==> config.mk <==
export PLATFORM = sky130hd
export DESIGN_NAME = if_stage
export DESIGN_NICKNAME = d
export VERILOG_FILES = /design/src/rtl/if_stage.sv
export SDC_FILE = /design/constraint.sdc
export NUM_CORES = 1
export LEC_CHECK = 0
export ABC_AREA = 1
export ABC_CLOCK_PERIOD_IN_PS = 2000
export BUFFER_PORTS_ARGS = -buffer_cell sky130_fd_sc_hd__buf_2
export CORE_UTILIZATION = 40
export CTS_CLUSTER_DIAMETER = 50
export DETAILED_ROUTE_END_ITERATION = 8
export GPL_TIMING_DRIVEN = 0
export PLACE_DENSITY_LB_ADDON = 0.25
export SLEW_MARGIN = 15
export SYNTH_ARGS = -nofsm -noshare
export SYNTH_HDL_FRONTEND = slang
export SYNTH_SLANG_ARGS = --single-unit
==> constraint.sdc <==
create_clock -name clk -period 2 [get_ports clk]
set_clock_uncertainty 0.1 [all_clocks]
set_input_delay 0.2 -clock clk [delete_from_list [all_inputs] [get_ports clk]]
set_output_delay 0.2 -clock clk [all_outputs]
set_load 0.01 [all_outputs]
==> src/rtl/if_stage.sv <==
// ---------------------------------------------------------------------------
// if_stage : instruction-fetch stage of the 5-stage MIPS pipeline.
//
// Owns the fetch PC, drives the synchronous-read instruction ROM and holds
// the IF/ID pipeline register. Redirects (jmp/dest) and the load-use stall
// come from the ID stage.
//
// Optional feature macro: DELAY_SLOT_EN
//   defined   : on a taken jmp the delay-slot word is passed on to ID.
//   undefined : on a taken jmp the delay-slot word is squashed (one bubble).
//
// Ports
//   clk        in   rising-edge clock
//   reset      in   synchronous, active-high reset
//   stall      in   load-use stall from ID; holds PC and IF/ID
//   jmp        in   taken branch/jump resolved in ID this cycle
//   dest       in   redirect target, valid when jmp=1
//   inst_en    out  ROM read enable
//   inst_addr  out  ROM byte address (bits [1:0] forced to 0)
//   inst_rdata in   ROM data for the address presented last cycle
//   id_pc      out  PC of the instruction held in IF/ID
//   id_inst    out  instruction held in IF/ID (0 for a bubble)
//   id_valid   out  IF/ID holds a real instruction
//   id_adel    out  sticky: fetch halted on a misaligned redirect target
// ---------------------------------------------------------------------------
module if_stage #(
  parameter logic [31:0] RESET_PC = 32'h0000_0000
) (
  input  logic        clk,
  input  logic        reset,
  input  logic        stall,
  input  logic        jmp,
  input  logic [31:0] dest,
  output logic        inst_en,
  output logic [31:0] inst_addr,
  input  logic [31:0] inst_rdata,
  output logic [31:0] id_pc,
  output logic [31:0] id_inst,
  output logic        id_valid,
  output logic        id_adel
);

  typedef enum logic {RUN, HALT} state_t;

  state_t      r_state;
  state_t      w_nextState;
  logic [31:0] r_pcF;
  logic [31:0] w_nextPc;
  logic [31:0] r_idPc;
  logic [31:0] r_idInst;
  logic        r_idValid;
  logic        r_idAdel;
  logic        w_redirect;
  logic        w_misaligned;

  // A redirect is only honoured while running and not stalled; a stall
  // drops the jmp and ID re-asserts it once the stall clears.
  assign w_redirect   = (r_state == RUN) && !stall && jmp;
  assign w_misaligned = w_redirect && (dest[1:0] != 2'b00);

  // State register.
  always_ff @(posedge clk) begin
    if (reset) begin
      r_state <= RUN;
    end else begin
      r_state <= w_nextState;
    end
  end

  // Next-state logic: HALT is entered on a misaligned redirect and is left
  // only through reset.
  always_comb begin
    w_nextState = r_state;
    if (w_misaligned) begin
      w_nextState = HALT;
    end
  end

  // Output logic: next fetch address and ROM enable. The ROM is also read
  // during reset so that RESET_PC's word is ready on the first run cycle.
  always_comb begin
    w_nextPc = r_pcF + 32'd4;
    inst_en  = 1'b1;
    if (reset) begin
      w_nextPc = RESET_PC;
    end else if (r_state == HALT) begin
      w_nextPc = r_pcF;
      inst_en  = 1'b0;
    end else if (stall) begin
      w_nextPc = r_pcF;
    end else if (jmp) begin
      w_nextPc = dest;
    end
  end

  assign inst_addr = w_nextPc & ~32'h0000_0003;

  // Fetch PC and IF/ID register. pc_f always names the word currently on
  // inst_rdata, so re-reading it during a stall keeps the pair coherent.
  always_ff @(posedge clk) begin
    if (reset) begin
      r_pcF     <= RESET_PC;
      r_idPc    <= 32'h0;
      r_idInst  <= 32'h0;
      r_idValid <= 1'b0;
      r_idAdel  <= 1'b0;
    end else if (r_state == HALT) begin
      r_idInst  <= 32'h0;
      r_idValid <= 1'b0;
    end else if (stall) begin
      r_pcF     <= r_pcF;
    end else if (jmp) begin
      r_pcF  <= dest;
      r_idPc <= r_pcF;
`ifdef DELAY_SLOT_EN
      r_idInst  <= inst_rdata;
      r_idValid <= 1'b1;
`else
      r_idInst  <= 32'h0;
      r_idValid <= 1'b0;
`endif
      if (w_misaligned) begin
        r_idAdel <= 1'b1;
      end
    end else begin
      r_pcF     <= w_nextPc;
      r_idPc    <= r_pcF;
      r_idInst  <= inst_rdata;
      r_idValid <= 1'b1;
    end
  end

  assign id_pc    = r_idPc;
  assign id_inst  = r_idInst;
  assign id_valid = r_idValid;
  assign id_adel  = r_idAdel;

endmodule

==> summary.md <==
The tool flagged a number of max-cap violations equal to 0. The checks that failed: negative setup slack. The finished cells cover 0.00709 mm2.

From bottom edge to top edge, the die measures 110 um. The first global-routing pass estimated 25.4 mm of wire. Setup total negative slack on the finished layout was measured at -6.84 ns.

The number of antenna diodes in the final layout is 0. The worst setup path is launched from a register. The flip-flop and latch count after synthesis was 99. The clock network is responsible for 36.0% of the overall power. Dividing the synthesized area by the synthesized cell count gives 6.97 um2. The standby leakage power was 3.07 nW; the clock sink count was 99. The logs give 0.20 ns for the setup slack on the worst flop-to-flop path and 27 for the count of final setup violators. Of the total power, registers draw 45.5%.

The run gives 0 as the number of warnings reported in the yosys synthesis log. The tools report the cell at the root of the clock tree as sky130_fd_sc_hd__clkbuf_16. After clock tree synthesis, the clock-pin slew on the worst setup and hold paths is 0.07 ns. Once placement completed, the tool counted placed cells totaling 975. Max-slew violation count: 0. The startpoint of the lowest-slack hold path is inst_rdata[4]. Before antenna repair, the detailed router went through 7 iterations. In this run, the number of DRC markers left after iteration 0 of detailed routing was 500.

For this run, the total global-route usage over all layers was measured as 28.0%. Type of the most critical hold path: input port to register. The netlist uses 34 different library cells. The depth of the worst register-to-register path came out at 10.

The final layout contains 987 nets. The startpoint identified for the worst register-to-register timing path is r_pcF[2]$_SDFFE_PP0P_. TritonCTS built the clock tree. Combinational logic is responsible for 18.5% of the overall power. Final critical path time including I/O delays and setup: 2.39 ns. The type of the worst setup path was register to output pin. Based on the critical path, the design can be clocked at up to 419 MHz. The final standard cell count with taps included and fillers excluded was 1,066. In this run the power density over the cells is 672 mW/mm2.

The post-layout worst setup margin came out at -0.386 ns. For the number of fill cells, the log shows 1,021. The remaining antenna violation count after routing is 0, and the starting utilization of the core area is 41.0%.

The area added between synthesis and finish works out to 52.3%. The logs give 0.920 for the final RePlAce weighted congestion and 0 for the sum of overflow across all layers after global routing. The switching part of the total was 29.7%; the H-tree level count was 3. Input and output buffers added on the ports amount to 163. Placed cell area: 0.00566 mm2. STA classifies the critical path endpoint as an output pin.

Measured along the x axis, the die boundary spans 110 um. Setup repair after global routing could not meet its margin everywhere. Row generation in the floorplan step produced 39 rows. Clock latency on the worst-skew pair, taken at its later pin, is 0.36 ns. Largest driver fanout on the critical path: 5. The mapped netlist covers 0.00466 mm2. The number of endpoints with negative hold slack in the final report is 0. The tools report the sink of the worst hold path as id_inst[4]$_SDFFE_PP0N_. The routed layout has 5,654 vias. Walking the worst path, the cells encountered are ha_4, nand2_4, nor2_4, nand3_4, nor2_4, nand2_1, nand2_1, nand3_2, a31oi_4, buf_2.

The HPWL after detailed placement is 11.2 mm. For the worst endpoint required time, the log shows 1.70 ns. Tracing the worst setup path back leads to its startpoint at r_pcF[2]$_SDFFE_PP0P_. The total clock buffers created by CTS came out at 9. The run finished, with violations left. The period utilization is 119%. The endpoint identified for the worst register-to-register timing path is r_pcF[26]$_SDFFE_PP0P_. The sequential share of the synthesized area was 42.6%; the per-cell routed wire length was 16.3 um.

The tools report the number of global-route vias before repair as 5,267. Along the worst hold path, the cell count comes to 3. Post-place setup slack: -0.156 ns. The maximum VDD drop was 0.000713 V. The analysis attributes to net switching a power of 1.41 mW. The worst pin sits at a relative slew slack of 47.4%.

The cell-internal power came out at 3.35 mW. The largest single stage delay on the critical path is 0.38 ns. The pin slew with the least headroom to its limit came out at 0.789 ns.

The die covers 0.0121 mm2. Counting every instance in the synthesized netlist gives 668. Entering global routing, the biggest net connects 18 pins. On the critical path, the stage with the largest delay is an instance of sky130_fd_sc_hd__dfxtp_4. Using the TritonRoute via totals, the vias-per-cell ratio works out to 5.30.

The initial antenna violation count is 0. Buffer depth of the longest clock path: 2. At the worst endpoint, the arrival time is 2.09 ns. The tools report the number of DRC violations after detailed routing as 0. The number of top-level design ports is 167, and the area of the core is 0.0114 mm2. Cells fill 62.4% of the core in the end. The tools report the total routed wirelength as 17.3 mm.

Cells with a size suffix above 1 make up 38.4% of the layout.
-- cell usage after synthesis --
library cell	number	share of area [%]
sky130_fd_sc_hd__inv_1	38	3.1
sky130_fd_sc_hd__clkbuf_1	25	2.0
sky130_fd_sc_hd__o21bai_1	1	0.16
sky130_fd_sc_hd__a21boi_0	1	0.16
sky130_fd_sc_hd__nor2_1	47	3.8
sky130_fd_sc_hd__o211ai_1	7	1.1
sky130_fd_sc_hd__nand4_2	1	0.27
sky130_fd_sc_hd__o21ai_1	2	0.21
sky130_fd_sc_hd__a21boi_1	1	0.16
sky130_fd_sc_hd__nor2_2	10	1.3
sky130_fd_sc_hd__a21oi_1	113	12
sky130_fd_sc_hd__a21boi_2	1	0.24
sky130_fd_sc_hd__o211ai_2	1	0.27
sky130_fd_sc_hd__ha_1	1	0.27
sky130_fd_sc_hd__dfxtp_1	99	43
sky130_fd_sc_hd__xor2_1	1	0.19
sky130_fd_sc_hd__o21ai_0	47	5.1
sky130_fd_sc_hd__or2_2	1	0.13
sky130_fd_sc_hd__nand2_4	1	0.24
sky130_fd_sc_hd__nand3_1	30	3.2
sky130_fd_sc_hd__nand2_2	6	0.81
sky130_fd_sc_hd__buf_1	5	0.40
sky130_fd_sc_hd__a31oi_1	22	3.0
sky130_fd_sc_hd__nand4_1	2	0.27
sky130_fd_sc_hd__buf_2	6	0.64
sky130_fd_sc_hd__nor3_1	1	0.11
sky130_fd_sc_hd__nand3_2	3	0.64
sky130_fd_sc_hd__conb_1	1	0.081
sky130_fd_sc_hd__nand2_1	173	14
sky130_fd_sc_hd__inv_2	7	0.56
sky130_fd_sc_hd__nor2_4	7	1.7
sky130_fd_sc_hd__nand3b_2	1	0.24
sky130_fd_sc_hd__o21ai_2	2	0.38
sky130_fd_sc_hd__buf_4	4	0.64
-- critical path: cells and delay by family (launching register included) --
family | cells | cell delay [ns]
flip-flops | 1 | 0.38
AO/OA/AOI/OAI | 1 | 0.22
buffers and inverters | 1 | 0.16
adder cells (fa/ha/maj) | 1 | 0.15
AND/OR/NAND/NOR | 7 | 0.80
-- cell usage in the layout, fill, tap and decap left out, drive strengths merged, types with 22 or more instances in the layout --
cell	synthesis	final
dfxtp	99	99
inv	45	49
dlygate4sd3	0	33
o21ai	51	51
nand2	180	180
nor2	64	64
buf	15	223
nand3	33	33
a31oi	22	22
clkbuf	25	33
a21oi	113	113
-- how the worst max path moves through the flow --
stage,to,slack [ns]
2_1_floorplan,inst_addr[30],0.25
3_3_place_gp,inst_addr[26],-0.14
3_5_place_dp,inst_addr[26],-0.16
4_1_cts,inst_addr[26],-0.34
5_1_grt,inst_addr[23],-0.48
6_report,inst_addr[26],-0.39
-- power groups by stage --
stage,combinational (mW),clock (mW),sequential [mW]
final,0.883,1.72,2.17
after global routing,0.958,1.82,2.18
after CTS,0.792,1.75,2.16
after detailed placement,0.686,0,2.21
after global placement,0.684,0,2.21
after floorplan,0.354,0,2.23
-- registers in the layout, indices dropped and copies added, names as in the netlist --
| name | count |
|---|---|
| id_adel | 1 |
| id_inst | 32 |
| id_pc | 32 |
| id_valid | 1 |
| r_pcF | 32 |
| r_state | 1 |
-- repair_timing --
| action | 4_1_cts | 5_1_grt |
|---|---|---|
| hold buffers | 33 | 0 |
| setup endpoints to repair | 30 | 30 |
| cloned | 0 | 1 |
| hold endpoints to repair | 33 | 0 |
| resized for setup | 106 | 46 |
| buffers inserted | 28 | 13 |
| pin swaps | 42 | 26 |
-- stage by stage --
stage | hold WS [ns] | total power [mW]
after global placement | 0.345 | 2.89
after floorplan | 0.243 | 2.59
after detailed placement | 0.352 | 2.89
final | 0.0160 | 4.77
after global routing | 0.0228 | 4.96
after CTS | 0.00566 | 4.70
-- cells by family after synthesis --
kind of cell | count (synthesis) | share of synthesized area, %
other | 1 | 0.0805
and+or+nand+nor | 283 | 26.7
buffers and inverters | 85 | 7.34
adders and majority gates | 1 | 0.269
DFF | 99 | 42.6
AOI/OAI and AO/OA | 198 | 22.9
xor gates and xnor gates | 1 | 0.188
-- per-layer routing --
layer  part of all wire, %  global-route usage [%]  vias to the layer above
li1                      -                       -                     2713
met4                   3.6                    11.7                        0
met3                   9.0                    7.35                       58
met2                    48                    47.3                      300
met1                    39                    33.5                     2583
met5                     0                       0                        -
-- final cells by class --
type | count | area [um2] | share of cell area [%]
well taps | 143 | 179 | 2.52
inverters | 45 | 171 | 2.42
flip-flops and latches | 99 | 2040 | 28.7
plain buffers | 40 | 236 | 3.34
clock buffers | 11 | 243 | 3.42
multi-input cells | 485 | 2660 | 37.5
repair buffers | 238 | 1520 | 21.5
clock inverters | 5 | 42.5 | 0.600
(Power assumes the default switching activity.)
